==> src/rtl/rfile_sb.sv <==
// NREGS x XLEN register file with two registered read ports, one writeback port
// and a write-pending scoreboard. Define RFILE_BYPASS_EN for same-edge write->read forwarding.
module rfile_sb_cell #(
  parameter int XLEN = 32
) (
  input  logic            clk,
  input  logic            reset,
  input  logic            we,
  input  logic [XLEN-1:0] wdata,
  input  logic            set,
  input  logic            clr,
  output logic [XLEN-1:0] q,
  output logic            busy
);
  always_ff @(posedge clk or negedge reset) begin
    if (!reset) begin
      q    <= '0;
      busy <= 1'b0;
    end else begin
      if (we) q <= wdata;
      // a same-cycle issue is younger than the retiring write, so set wins
      if (set)      busy <= 1'b1;
      else if (clr) busy <= 1'b0;
    end
  end
endmodule

module rfile_sb #(
  parameter int XLEN = 32,
  parameter int AW   = 5
) (
  input  logic            clk,
  input  logic            reset,
  input  logic [AW-1:0]   src_rs1,
  input  logic            rs1_valid,
  input  logic [AW-1:0]   src_rs2,
  input  logic            rs2_valid,
  output logic [XLEN-1:0] rs1,
  output logic [XLEN-1:0] rs2,
  input  logic [AW-1:0]   rd,
  input  logic [XLEN-1:0] rd_data,
  input  logic            rd_valid,
  input  logic            issue_valid,
  input  logic [AW-1:0]   issue_rd,
  output logic            stall,
  output logic [AW:0]     pending
);
  localparam int NREGS = 1 << AW;

  logic [NREGS-1:0][XLEN-1:0] regs;
  logic [NREGS-1:0]           busy;
  logic [NREGS-1:0]           busy_nxt;
  logic [AW:0]                pend_nxt;
  logic [XLEN-1:0]            rd1_val, rd2_val;
  logic                       hz1, hz2, hz_iss;
  logic                       wr_live;

  assign wr_live = rd_valid && (rd != '0);

  genvar i;
  generate
    for (i = 0; i < NREGS; i++) begin : g_reg
      if (i == 0) begin : g_x0
        assign regs[i]     = '0;
        assign busy[i]     = 1'b0;
        assign busy_nxt[i] = 1'b0;
      end else begin : g_xn
        logic we, set, clr;
        assign we  = rd_valid && (rd == AW'(i));
        assign clr = we;
        assign set = issue_valid && (issue_rd == AW'(i));
        assign busy_nxt[i] = set | (busy[i] & ~clr);
        rfile_sb_cell #(.XLEN(XLEN)) u_cell (
          .clk   (clk),
          .reset (reset),
          .we    (we),
          .wdata (rd_data),
          .set   (set),
          .clr   (clr),
          .q     (regs[i]),
          .busy  (busy[i])
        );
      end
    end
  endgenerate

  always_comb begin
    pend_nxt = '0;
    for (int k = 0; k < NREGS; k++) pend_nxt = pend_nxt + (AW+1)'(busy_nxt[k]);
  end

`ifdef RFILE_BYPASS_EN
  logic fwd1, fwd2, fwd_iss;
  assign fwd1    = wr_live && (rd == src_rs1);
  assign fwd2    = wr_live && (rd == src_rs2);
  assign fwd_iss = wr_live && (rd == issue_rd);
  assign rd1_val = fwd1 ? rd_data : regs[src_rs1];
  assign rd2_val = fwd2 ? rd_data : regs[src_rs2];
  assign hz1     = busy[src_rs1]  && (src_rs1  != '0) && !fwd1;
  assign hz2     = busy[src_rs2]  && (src_rs2  != '0) && !fwd2;
  assign hz_iss  = busy[issue_rd] && (issue_rd != '0) && !fwd_iss;
`else
  // without forwarding the consumer waits until the value lands in the array
  logic unused_wr;
  assign unused_wr = wr_live;
  assign rd1_val   = regs[src_rs1];
  assign rd2_val   = regs[src_rs2];
  assign hz1       = busy[src_rs1]  && (src_rs1  != '0);
  assign hz2       = busy[src_rs2]  && (src_rs2  != '0);
  assign hz_iss    = busy[issue_rd] && (issue_rd != '0);
`endif

  assign stall = (rs1_valid & hz1) | (rs2_valid & hz2) | (issue_valid & hz_iss);

  always_ff @(posedge clk or negedge reset) begin
    if (!reset) begin
      rs1     <= '0;
      rs2     <= '0;
      pending <= '0;
    end else begin
      if (rs1_valid) rs1 <= rd1_val;
      if (rs2_valid) rs2 <= rd2_val;
      pending <= pend_nxt;
    end
  end
endmodule
==> config.mk <==
export PLATFORM = sky130hd
export DESIGN_NAME = rfile_sb
export DESIGN_NICKNAME = d
export VERILOG_FILES = /design/src/rtl/rfile_sb.sv
export SDC_FILE = /design/constraint.sdc
export NUM_CORES = 2
export LEC_CHECK = 0
export ABC_AREA = 0
export CORE_ASPECT_RATIO = 0.9
export CORE_MARGIN = 2
export CORE_UTILIZATION = 63
export CTS_CLUSTER_SIZE = 12
export DETAILED_ROUTE_END_ITERATION = 16
export HOLD_SLACK_MARGIN = 0.15
export PLACE_DENSITY = 0.78
export SYNTH_ARGS = -nofsm -noshare
export SYNTH_HDL_FRONTEND = slang
export SYNTH_HIERARCHICAL = 1
export SYNTH_SLANG_ARGS = --single-unit
==> constraint.sdc <==
create_clock -name clk -period 6 [get_ports clk]
set_input_delay 1.2 -clock clk [delete_from_list [all_inputs] [get_ports clk]]
set_output_delay 1.2 -clock clk [all_outputs]
set_load 0.1 [all_outputs]
# Word level (Yosys, flattened, before mapping)
# Cells that the tools add are included.
[totals]
ff_bits = 1093
[op_classes]
magnitude_cmp = 3
eq_ne = 62
n_reduce_logical = 99
bitwise_logic = 98
add_sub_neg = 30
n_mux = 72
[ops]
columns = ["operator", "count"]
rows = [
  ["binary-select mux 32 bit (select 5 bit)", 2],
  ["equality test 5 bit (second input constant)", 32],
  ["adder 6 x 1 -> 6 bit", 25],
  ["equality test 5 x 4 -> 1 bit (second input constant)", 16],
  ["logical AND 1 bit", 65],
  ["2-to-1 mux 1 bit", 65],
  ["2-to-1 mux 32 bit", 2],
  ["nonzero test 2 bit", 31],
  ["equality test 5 x 3 -> 1 bit (second input constant)", 8],
  ["bitwise AND 1 bit", 34],
  ["OR 1 bit", 33],
  ["NOT 1 bit", 31],
  ["equality test 5 x 2 -> 1 bit (second input constant)", 4],
  ["less-than comparator 5 x 6 -> 1 bit (second input constant)", 3],
  ["binary-select mux 1 bit (select 5 bit)", 3],
  ["nonzero test 5 bit", 3],
  ["equality test 5 x 1 -> 1 bit (second input constant)", 2],
  ["adder 5 x 1 -> 6 bit", 1],
  ["adder 4 x 1 -> 5 bit", 1],
  ["adder 3 x 1 -> 4 bit", 1],
  ["adder 2 x 1 -> 3 bit", 1],
  ["adder 1 x 1 -> 2 bit", 1],
]

# Longest topological paths before layout
[depth]
depth_word = 35
ltp_mapped = 19
mapped_depth_nobuf = 19

# Hierarchy
# The synthesis kept the hierarchy.
[by_module_without_submodules]
columns = ["module", "cells_per_inst", "area_per_inst_um2", "instances"]
rows = [
  ["rfile_sb_cell", 71, 1381.3, 31],
  ["rfile_sb", 1692, 20384.6, 1],
]

# Worst setup path before layout
# Ideal clock, no wire load.
[synth_timing]
path_kind = "input-to-reg"
startpoint = "in issue_rd[3]"
endpoint = "reg pending[4]"
path_buffers = 2
arrival_ps = 6326
slack_ps = -406
cell_stages = 19
t_required_ps = 5920
path_cell_list = "clkbuf_1 -> nand2b_1 -> clkbuf_1 -> o21ai_0 -> fa_1 -> inv_1 -> fa_1 -> inv_1 -> fa_1 -> fa_1 -> inv_1 -> fa_1 -> fa_1 -> fa_1 -> inv_1 -> fa_1 -> a21o_1 -> a21oi_1 -> xnor2_1"
[synth_via]
elab_chain_len = 33
[synth_lines]
columns = ["element", "line", "source"]
rows = [
  ["start: declaration", "44", "input logic [AW-1:0] issue_rd,"],
  ["equality test 5 x 1 -> 1 bit / equality test 5 x 2 -> 1 bit (equally long branches)", "71", "assign set = issue_valid && (issue_rd == AW'(i));"],
  ["logical AND 1 bit", "71", ""],
  ["OR 1 bit", "72", "assign busy_nxt[i] = set | (busy[i] & ~clr);"],
  ["adder 1 x 1 -> 2 bit", "89", "for (int k = 0; k < NREGS; k++) pend_nxt = pend_nxt + (AW+1)'(busy_nxt[k]);"],
  ["adder 2 x 1 -> 3 bit", "89", ""],
  ["adder 3 x 1 -> 4 bit", "89", ""],
  ["adder 4 x 1 -> 5 bit", "89", ""],
  ["adder 5 x 1 -> 6 bit", "89", ""],
  ["adder 6 x 1 -> 6 bit (24 in a row)", "89", ""],
  ["adder 6 x 1 -> 6 bit *", "89", ""],
  ["named net pend_nxt[4]", "53", "logic [AW:0] pend_nxt;"],
  ["end signal: assignment", "123", "pending <= pend_nxt;"],
  ["end: declaration", "46", "output logic [AW:0] pending"],
]
# Mark *: on every way through the listed nets, which the timed path passes. The rest lies on a longest branch.
# A chain may end at the register's enable or synchronous reset.

# Worst setup path after layout
[layout_timing]
startpoint = "in issue_rd[0]"
endpoint = "reg pending[4]"
[layout_lines]
columns = ["element", "line", "source"]
rows = [
  ["equality test 5 x 3 -> 1 bit", "71", ""],
  ["logical AND 1 bit", "71", ""],
  ["named net g_reg[4].g_xn.set", "68", "logic we, set, clr;"],
  ["OR 1 bit", "72", ""],
  ["adder 3 x 1 -> 4 bit", "89", ""],
  ["adder 4 x 1 -> 5 bit", "89", ""],
  ["adder 5 x 1 -> 6 bit", "89", ""],
  ["adder 6 x 1 -> 6 bit (25 in a row)", "89", ""],
  ["named net pend_nxt[4]", "53", ""],
]
# The timed path passes the listed nets, and every way through them passes these cells.

==> metrics.csv <==
stage,metric,value,unit
clock_tree,clock_path_buffers,3,
synthesis,synthTopCellsByCount,"dfrtp_1 (1093), mux2_4 (930), mux4_2 (468)",
die,design.core.area,99780,sq um
critical_path,slowest_delay,560,ps
critical_path,start_kind,primary input,
timing,timing.final.crit_period,5859,ps
critical_path,rr_endpoint,pending[4]$_DFF_PN0_,
placed_design,dpl-instance-area,64790,sq um
timing,tightest_slew,1499,ps
critical_path,r2r_cells,16,
hold_path,worstHoldPathCells,1,
critical_path,r2r_slack,1040,ps
detailed_routing,dr.pass1.iters,6,
critical_path,worstSetupEndpointType,flop,
layout,final_cells,5407,
synthesis,synth_top_area_cell,dfrtp_1,
synthesis,synth-edff-count,0,
detailed_routing,first_iter_violations,5010,
run_status,violations,"max-capacitance violations, max-slew violations",
timing,fin_crit_sh,0.9764,
synthesis,synth_nets,3981,
critical_path,cp_cell_sequence,clkdlybuf4s50_1 > nor2_2 > nand2_1 > nor2_1 > nor2_1 > fa_1 > inv_1 > fa_1 > fa_1 > fa_1 > inv_1 > fa_1 > fa_1 > fa_2 > inv_2 > fa_2 > a21o_1 > a21oi_2 > xnor2_1,
synthesis,synth_top_flop_cell,dfrtp_1,
synthesis,async_reset_ff_frac,1.000,
clock_tree,cts_tree,yes,
synthesis,yosysSeqAreaShare,0.4327,
detailed_routing,vias,39379,
die,start_util,0.6334,
layout,nets,4057,
hold_path,min_to,rs1[14]$_DFFE_PN0P_,
clock_tree,htreeDepth,3,
pwr,power.total,25.77,mW
detailed_routing,drc,0,
global_route,grtUsageTotal,0.3812,
hold_path,hold_class,flop to flop,
critical_path,critPathRequiredTime,6610,ps
die,die_area,102900,sq um
critical_path,slowest_stage,fa_1,
timing,slew_headroom,-0.001367,
detailed_routing,viasPerCell,7.283,
critical_path,crit_type,primary input to flop,
detailed_routing,drt-total-wl,193200,um
synthesis,synthesis.area,63210,sq um
hold_path,min-delay-start,rs1[14]$_DFFE_PN0P_,
detailed_routing,ant_nets,0,
clock_tree,clock_sinks,1093,
layout,layout-drive-gt1-share,0.4875,
synthesis,syn_avg_cell_area,16.24,sq um
placed_design,dp_hpwl,113500,um
global_route,grt_first_pass_wirelength,285000,um
pwr,powerDensity,375.8,nW/um^2
die,fp.dieH,304.5,um
global_route,grt_overflow_total,0,
synthesis,yosysUniqueCellTypes,59,
synthesis,yosysWarnings,6,
die,die_w,337.9,um
placed_design,place_inst,5196,
clock_tree,cts_hold_buf,0,
pwr,ir_worst_vdd,0.002803,V
layout,design_area,68550,sq um
synthesis,ys_top_cells_by_area,"dfrtp_1 (43%), mux2_4 (22%), mux4_2 (17%)",
synthesis,syn_inst,3893,
critical_path,path_max_fanout,4,
timing,timing.fmax,0.1707,GHz
timing,hold_slack,509.5,ps
synthesis,synth_most_common_cell,dfrtp_1,
synthesis,synth_top_cell_area_share,0.4327,
clock_tree,cts_root_buf,clkbuf_16,
clock_tree,clk_latency,720,ps
clock_tree,clkTransAtPathRegs,60,ps
die,io_pins,129,
synthesis,ys_ff_latch,1093,
timing,hold_viol_final,0,
critical_path,critPathArrivalTime,6470,ps
timing,finalSetupViolCount,0,
pwr,leakage,29.70,nW
placed_design,gp_congestion,0.9198,
critical_path,reg2reg_from,g_reg[16].g_xn.u_cell/busy$_DFFE_PN0P_,
critical_path,crit_top_cell,fa_1,
run_status,status,"finished, violations left",
timing,drv_slew,1,
die,fp-row-count,110,
placed_design,io_buffers,128,
global_route,grt_max_degree,154,
clock_tree,numCtsBuffers,114,
global_route,grt_antenna_before_repair,17,
timing,fin_skew,29.14,ps
global_route,grt_pass1_vias,40202,
layout,areaGrowthSynthToFinish,8.463,%
layout,finalCoreUtilization,0.6870,
detailed_routing,wl_per_cell,35.73,um
job,cap_violations,1,
[worst max path at each step]
stage,start,end,slack [ps],cells after the start
detailed placement,rd[2],pending[4]$_DFF_PN0_,-830,20
global route,issue_rd[0],pending[4]$_DFF_PN0_,-10,19
CTS,rd[1],pending[4]$_DFF_PN0_,5,19
global placement,rd[3],pending[4]$_DFF_PN0_,-800,20
finish,issue_rd[0],pending[4]$_DFF_PN0_,140,19
floorplan,issue_rd[3],pending[4]$_DFF_PN0_,-70,19
[layer usage]
layer  GRT usage  up-vias  wire [um]
li1            -    15168          -
met1      0.5463    20979      75470
met2      0.5298     2666      83780
met3      0.1291      550      24590
met4      0.1697       16       9229
met5           0        -         93
[cells in the final DEF (no fill, tap or decap), types with 32 or more instances in the layout]
cell / instances
inv_1: 55
a221o_1: 32
clkbuf_16: 117
buf_4: 148
a22oi_1: 34
a221oi_1: 56
o21ai_0: 59
nor2_1: 66
a21o_1: 35
mux2_4: 930
mux4_2: 468
clkdlybuf4s50_1: 112
a21oi_1: 59
dfrtp_1: 1093
mux2i_1: 103
mux2_2: 159
clkbuf_1: 34
nand2_1: 34
nor2b_1: 54
[state kept, by name, summed over array words and instances (netlist names)]
signal and count:
rs2 32, g.g_xn.u_cell/q 992, rs1 32, g.g_xn.u_cell/busy 31
pending 6
[worst max-delay path: cells and delay by family]
family	cells	cell delay, ps
AOI/OAI and AO/OA	2	290
and+or+nand+nor	4	580
buffers and inverters	4	670
xor gates and xnor gates	1	140
adders and majority gates	8	3600
[power by group]
| part | internal [mW] | leakage, nW | switching, mW |
|---|---|---|---|
| Clock | 4.04 | 1.82 | 3.05 |
| Sequential | 8.89 | 13.9 | 1.37 |
| Combinational | 4.66 | 13.9 | 3.75 |
| Total | 17.6 | 29.7 | 8.17 |
[area by class of cell]
| cell class | instances | area, sq um |
|---|---|---|
| Tap cell | 1344 | 1682 |
| Sequential cell | 1093 | 27350 |
| Antenna cell | 8 | 20.02 |
| Multi-Input combinational cell | 2398 | 32690 |
| Fill cell | 6537 | 31230 |
| Clock inverter | 26 | 277.8 |
| Timing Repair Buffer | 298 | 2899 |
| Clock buffer | 176 | 3400 |
| Inverter | 64 | 240.2 |
[logic make-up after synthesis]
logic type	synth area share
buf+inv	0.05517
simple gates	0.02277
mux	0.4327
compound gates	0.04751
flops	0.4327
fa+ha+maj	0.008670
xor+xnor	0.0004158
[through the flow]
step,setup WS (ps),TNS [ps]
5_1_grt,-14.77,-14.77
3_3_place_gp,-799.1,-3778
3_5_place_dp,-827.2,-3953
6_report,141.5,0
4_1_cts,4.978,0
2_1_floorplan,-74.90,-74.90
[repair_timing]
action	4_1_cts	5_1_grt
setup endpoints to repair	1	5
setup buffers	0	1
resized for setup	11	14
hold endpoints to repair	0	0
pin swaps	0	9
Power figures use the tool's default switching activity.
